===== src/rtl/move_scheduler.sv =====
// move_scheduler: turns four raw direction buttons into at most one bounded
// grid step per video frame for the player sprite position.
// Each button is synchronised, debounced and latched as a pending request.
// On frame_tick the FSM grants the highest-priority request
// (up > down > left > right) and applies the step two cycles later.
module move_scheduler #(
  parameter int DEB_CYCLES    = 16,
  parameter int REPEAT_FRAMES = 8,
  parameter int GRID_W        = 40,
  parameter int GRID_H        = 30,
  parameter int START_X       = 20,
  parameter int START_Y       = 15
) (
  input  logic       clk,
  input  logic       clr,
  input  logic       up,
  input  logic       down,
  input  logic       left,
  input  logic       right,
  input  logic       frame_tick,
  output logic [5:0] pos_x,
  output logic [4:0] pos_y,
  output logic [1:0] dir,
  output logic       move_valid,
  output logic       blocked
);

  localparam int DW = $clog2(DEB_CYCLES);
  localparam int RW = $clog2(REPEAT_FRAMES + 1);
  localparam logic [DW-1:0] DEB_LAST = DW'(DEB_CYCLES - 1);
  localparam logic [RW-1:0] REP_LAST = RW'(REPEAT_FRAMES);
  localparam logic [5:0]    X_MAX    = 6'(GRID_W - 1);
  localparam logic [4:0]    Y_MAX    = 5'(GRID_H - 1);
  localparam logic [5:0]    X_RST    = 6'(START_X);
  localparam logic [4:0]    Y_RST    = 5'(START_Y);

  typedef enum logic [1:0] {
    S_IDLE   = 2'd0,
    S_ARB    = 2'd1,
    S_UPDATE = 2'd2
  } state_t;

  // Bit order everywhere: 0=up, 1=down, 2=left, 3=right (matches dir encoding).
  logic [3:0] w_raw;
  logic [3:0] r_sync1;
  logic [3:0] r_sync2;
  logic [3:0] w_pend;
  logic [3:0] w_grant_clr;
  logic [1:0] w_grant_dir;
  logic       w_grant_any;
  state_t     r_state;
  state_t     w_state_next;
  logic [1:0] r_gdir;
  logic [5:0] r_pos_x;
  logic [4:0] r_pos_y;
  logic [1:0] r_dir;
  logic       r_move_valid;
  logic       r_blocked;
  logic [5:0] w_step_x;
  logic [4:0] w_step_y;
  logic       w_step_blk;

  assign w_raw = {right, left, down, up};

  // Two-flop synchroniser for the asynchronous button inputs.
  always_ff @(posedge clk or negedge clr) begin
    if (!clr) begin
      r_sync1 <= '0;
      r_sync2 <= '0;
    end else begin
      r_sync1 <= w_raw;
      r_sync2 <= r_sync1;
    end
  end

  genvar gi;
  generate
    for (gi = 0; gi < 4; gi++) begin : g_btn
      logic [DW-1:0] r_deb_cnt;
      logic          r_deb;
      logic [RW-1:0] r_rep_cnt;
      logic          r_pend;
      logic          w_rise;
      logic          w_rep_set;

      // Debounced level is about to go 0->1 in this cycle.
      assign w_rise    = !r_deb && r_sync2[gi] && (r_deb_cnt == DEB_LAST);
      // Repeat counter sat at REPEAT_FRAMES for one cycle: raise a new request.
      assign w_rep_set = r_deb && (r_rep_cnt == REP_LAST);
      assign w_pend[gi] = r_pend;

      // Debounce: accept a new level only after DEB_CYCLES consecutive differing cycles.
      always_ff @(posedge clk or negedge clr) begin
        if (!clr) begin
          r_deb_cnt <= '0;
          r_deb     <= 1'b0;
        end else if (r_sync2[gi] == r_deb) begin
          r_deb_cnt <= '0;
        end else if (r_deb_cnt == DEB_LAST) begin
          r_deb     <= ~r_deb;
          r_deb_cnt <= '0;
        end else begin
          r_deb_cnt <= r_deb_cnt + 1'b1;
        end
      end

      // Auto-repeat: count frames while held; a tick landing on the wrap cycle still counts.
      always_ff @(posedge clk or negedge clr) begin
        if (!clr) begin
          r_rep_cnt <= '0;
        end else if (!r_deb) begin
          r_rep_cnt <= '0;
        end else if (r_rep_cnt == REP_LAST) begin
          r_rep_cnt <= frame_tick ? RW'(1) : '0;
        end else if (frame_tick) begin
          r_rep_cnt <= r_rep_cnt + 1'b1;
        end
      end

      // Pending request: set on press or repeat, cleared by its own grant; set wins.
      always_ff @(posedge clk or negedge clr) begin
        if (!clr) begin
          r_pend <= 1'b0;
        end else if (w_rise || w_rep_set) begin
          r_pend <= 1'b1;
        end else if (w_grant_clr[gi]) begin
          r_pend <= 1'b0;
        end
      end
    end
  endgenerate

  // FSM state register.
  always_ff @(posedge clk or negedge clr) begin
    if (!clr) begin
      r_state <= S_IDLE;
    end else begin
      r_state <= w_state_next;
    end
  end

  // Next-state logic plus fixed-priority arbitration in the ARB cycle.
  always_comb begin
    w_state_next = r_state;
    w_grant_any  = |w_pend;
    w_grant_dir  = 2'd0;
    w_grant_clr  = 4'b0000;
    if (w_pend[0]) begin
      w_grant_dir = 2'd0;
    end else if (w_pend[1]) begin
      w_grant_dir = 2'd1;
    end else if (w_pend[2]) begin
      w_grant_dir = 2'd2;
    end else begin
      w_grant_dir = 2'd3;
    end
    case (r_state)
      S_IDLE: begin
        if (frame_tick) begin
          w_state_next = S_ARB;
        end
      end
      S_ARB: begin
        if (w_grant_any) begin
          w_grant_clr  = 4'b0001 << w_grant_dir;
          w_state_next = S_UPDATE;
        end else begin
          w_state_next = S_IDLE;
        end
      end
      S_UPDATE: begin
        w_state_next = S_IDLE;
      end
      default: begin
        w_state_next = S_IDLE;
      end
    endcase
  end

  // Hold the granted direction from ARB into UPDATE.
  always_ff @(posedge clk or negedge clr) begin
    if (!clr) begin
      r_gdir <= 2'd0;
    end else if (r_state == S_ARB && w_grant_any) begin
      r_gdir <= w_grant_dir;
    end
  end

  // Bounded step: a move that would leave the grid holds position and flags blocked.
  always_comb begin
    w_step_x   = r_pos_x;
    w_step_y   = r_pos_y;
    w_step_blk = 1'b0;
    case (r_gdir)
      2'd0: begin
        if (r_pos_y == 5'd0) w_step_blk = 1'b1;
        else                 w_step_y   = r_pos_y - 5'd1;
      end
      2'd1: begin
        if (r_pos_y >= Y_MAX) w_step_blk = 1'b1;
        else                  w_step_y   = r_pos_y + 5'd1;
      end
      2'd2: begin
        if (r_pos_x == 6'd0) w_step_blk = 1'b1;
        else                 w_step_x   = r_pos_x - 6'd1;
      end
      default: begin
        if (r_pos_x >= X_MAX) w_step_blk = 1'b1;
        else                  w_step_x   = r_pos_x + 6'd1;
      end
    endcase
  end

  // Position, direction and one-cycle result pulses, updated in the UPDATE cycle.
  always_ff @(posedge clk or negedge clr) begin
    if (!clr) begin
      r_pos_x      <= X_RST;
      r_pos_y      <= Y_RST;
      r_dir        <= 2'd0;
      r_move_valid <= 1'b0;
      r_blocked    <= 1'b0;
    end else begin
      r_move_valid <= 1'b0;
      r_blocked    <= 1'b0;
      if (r_state == S_UPDATE) begin
        r_pos_x      <= w_step_x;
        r_pos_y      <= w_step_y;
        r_dir        <= r_gdir;
        r_move_valid <= !w_step_blk;
        r_blocked    <= w_step_blk;
      end
    end
  end

  assign pos_x      = r_pos_x;
  assign pos_y      = r_pos_y;
  assign dir        = r_dir;
  assign move_valid = r_move_valid;
  assign blocked    = r_blocked;

endmodule

===== config.mk =====
export PLATFORM = sky130hd
export DESIGN_NAME = move_scheduler
export DESIGN_NICKNAME = d
export VERILOG_FILES = /design/src/rtl/move_scheduler.sv
export SDC_FILE = /design/constraint.sdc
export NUM_CORES = 1
export LEC_CHECK = 0
export BUFFER_PORTS_ARGS = -buffer_cell sky130_fd_sc_hd__buf_2
export CAP_MARGIN = 30
export CORE_MARGIN = 2
export CORE_UTILIZATION = 45
export DETAILED_ROUTE_END_ITERATION = 10
export PLACE_DENSITY_LB_ADDON = 0.05
export SETUP_SLACK_MARGIN = 0.3
export SKIP_CTS_REPAIR_TIMING = 1
export SYNTH_ARGS = -nofsm -noshare
export SYNTH_HDL_FRONTEND = slang
export SYNTH_SLANG_ARGS = --single-unit

===== constraint.sdc =====
create_clock -name clk -period 4.55 [get_ports clk]
set_clock_uncertainty 0.2 [all_clocks]
set_input_delay 0.2275 -clock clk [delete_from_list [all_inputs] [get_ports clk]]
set_output_delay 0.2275 -clock clk [all_outputs]
set_load 0.05 [all_outputs]

==> metrics.md <==
| Metric | Value |
|---|---|
| Outcome | finished clean |
| Yosys reg bits | 67 |
| Height of the die | 90.4 um |
| DP Cell Count | approximately 440 |
| Commonest non-fill, non-tap cells in the layout | dfrtp_1 (61), nor2_1 (29), inv_1 (27) |
| Sequential area share after synthesis | between 50% and 60% |
| DIE AREA | between 8000 and 9000 um^2 |
| PortBufs | 21 |
| DP Area | ~3600 um^2 |
| Num ports | 22 |
| Main synth FF type | dfrtp_1 |
| CP Capture Type | flop |
| Nets | 388 |
| Worst Setup Slack, final | around 2.2 ns |
| Final HPWL DP | 4.08 mm |
| CTS tree | done |
| Drt total wl | 5.86 mm |
| Synth area leader | dfrtp_1 |
| Vias in the first global route | ~2300 |
| WS Path Type | flop to flop |
| All-Layer GR Usage | about 16% |
| Final setup fails | 0 |
| Largest net degree at the start of global routing | 44 |
| Routed WL per cell | 12.7 um |
| Post-synth EDFFs | 0 |
| Relative slew slack | between 60% and 70% |
| RSZ-0062 raised after global routing | no |
| Number of cell rows | 31 |
| Critical Path AT | ~2.4 ns |
| Initial drt markers | between 100 and 150 |
| Initial cell density of the core | ~46% |
| Clock-pin slew on the worst setup and hold paths | roughly 0.070 ns |
| Antenna viol nets, final | 0 |
| Post-synthesis cell type count | 47 |
| Max frequency | ~420 MHz |
| CTS sink cnt | 67 |
| Worst Path Max Fanout | 10 |
| DP Worst Slack | 2.18 ns |
| Fraction of layout cells with a size suffix above 1 | between 15 and 20% |
| Total chip power | approximately 1.2 mW |
| CTS H-tree depth | 3 |
| Core area | about 7300 um^2 |
| Slew Viols, Final | 0 |
| Clk Latency, worst-skew pair | around 0.34 ns |
| Worst Path Required | 4.56 ns |
| Syn Nets | about 350 |
| Final core occ | between 50% and 60% |
| Initial antenna violation count | 0 |
| Clock buffer depth | 2 |
| Max VDD drop | 124 uV |
| Setup tns final | 0 ns |
| DIE WIDTH | between 90 and 100 um |
| Area delta synth->final | 14.6% |
| First-pass GRT wire length | slightly above 10 mm |
| Total of max-cap violations | 0 |
| Min-Delay Path Class | input pin to flop |
| Syn Inst Count | 322 |
| Fin crit share | approximately 52% |
| RePlAce Congestion | 0.755 |
| Clock root cell | clkbuf_8 |
| Power per cell area | just over 300 nW/um^2 |
| Post-route DRC | 0 |
| Async S/R FF share, synth | 100% |
| CTS Buf Count | 9 |
| Most common cell after layout, fill and taps aside | dfrtp_1 |
| DR vias | approximately 2300 |
| Via/cell ratio | ~5.0 |
| Top-area cell type share of the netlist area | between 40% and 50% |
| DRT Pass-1 Iters | 4 |
| Overflow after GRT | 0 |
| Final Hold Vio Count | 0 |
| YS warnings | 0 |
| Fin area | between 3000 and 4000 um^2 |
| Syn Area/Cell | around 10 um^2 |
| Hold_ws | 0.0825 ns |
| Synth top area cells | dfrtp_1 (45%), ha_1 (8.6%), dfstp_2 (4.7%) |
| Post-layout min period | ~2.4 ns |
| Finished Layout Cells | between 400 and 500 |
| ANT cells | 0 |
| Mapped Area | approximately 3400 um^2 |
| Slew @ Worst Pin | roughly 0.60 ns |
| CP startpoint kind | flop |
| LEAKAGE | 1.73 nW |
[report_power, final]
part	internal [mW]	switching, mW	total (mW)
Clock	0.285	0.232	0.517
Sequential	0.608	0.0103	0.619
Combinational	0.0211	0.0289	0.0500
Total	0.914	0.271	1.19
[logic make-up after synthesis]
family | after synthesis | share of synthesized area, %
and+or+nand+nor | 107 | 16.1
buffers and inverters | 34 | 4.06
xor gates and xnor gates | 27 | 7.04
AOI/OAI and AO/OA | 58 | 11.4
DFF | 67 | 50.1
muxes | 4 | 1.49
adders and majority gates | 25 | 9.75
[critical path, cell delays in order (launching register included)]
cell and delay [ns]:
dfrtp_1 0.56, nand2b_1 0.29, inv_1 0.14, ha_1 0.36
o21ai_0 0.09, nor2_1 0.17, mux2i_1 0.21, a21oi_1 0.09
xor2_1 0.16
[area by class of cell]
class | count | area (um^2)
clock buffer | 11 | 151
multi-input combinational | 221 | 1540
clock inverter | 5 | 60.1
tap | 99 | 124
sequential | 67 | 1680
timing repair buffer | 28 | 183
fill | 663 | 3400
inverter | 29 | 109
[state kept, by name (all words and copies together), names as in the netlist]
register         count
g_btn.r_deb_cnt     16
g_btn.r_rep_cnt     16
pos_x                6
pos_y                5
g_btn.r_deb          4
g_btn.r_pend         4
r_sync1              4
r_sync2              4
dir                  2
r_gdir               2
r_state              2
blocked              1
move_valid           1
[cells in the mapped netlist (2+ instances only)]
| cell type | instances |
|---|---|
| a211oi_1 | 3 |
| inv_2 | 2 |
| nand4b_1 | 4 |
| dfstp_2 | 6 |
| a21o_1 | 3 |
| dfrtp_1 | 61 |
| o21ai_0 | 15 |
| nor2b_1 | 7 |
| nand3b_1 | 2 |
| mux2_4 | 2 |
| nand4_1 | 4 |
| or2_2 | 2 |
| nand3_1 | 12 |
| ha_1 | 23 |
| a22oi_1 | 4 |
| nor3b_1 | 3 |
| nand2b_1 | 4 |
| clkbuf_1 | 3 |
| xor2_1 | 10 |
| inv_1 | 27 |
| a21oi_1 | 20 |
| and3_1 | 3 |
| fa_1 | 2 |
| nor3_1 | 6 |
| and2_1 | 2 |
| xnor2_1 | 17 |
| nand2_1 | 26 |
| nor2_1 | 29 |
| mux2i_1 | 2 |
[per-layer routing]
layer	GRT usage, %	wire length, um	vias to the layer above
met1	20.5	2870	1081
li1	-	-	1166
met3	2.50	126	9
met2	25.1	2760	29
met5	0	0	-
met4	8.08	102	0
[path summary, 6_finish.rpt]
kind                                       startpoint                                 to  slack, ns  cells past startpoint
max in group asynchronous                         clr              r_gdir[0]$_DFFE_PN0P_       3.10                      4
min in group asynchronous                         clr               pos_x[1]$_DFFE_PN0P_       0.18                      2
worst max register to register  r_gdir[0]$_DFFE_PN0P_               pos_x[5]$_DFFE_PN0P_       2.16                      8
worst min register to register   r_sync1[3]$_DFF_PN0_               r_sync2[3]$_DFF_PN0_       0.16                      0
worst max-delay path            r_gdir[0]$_DFFE_PN0P_               pos_x[5]$_DFFE_PN0P_       2.16                      8
worst min-delay path                       frame_tick  g_btn[0].r_rep_cnt[0]$_DFFE_PN0P_       0.08                      3
No activity file was read; power rests on OpenSTA's default activity.
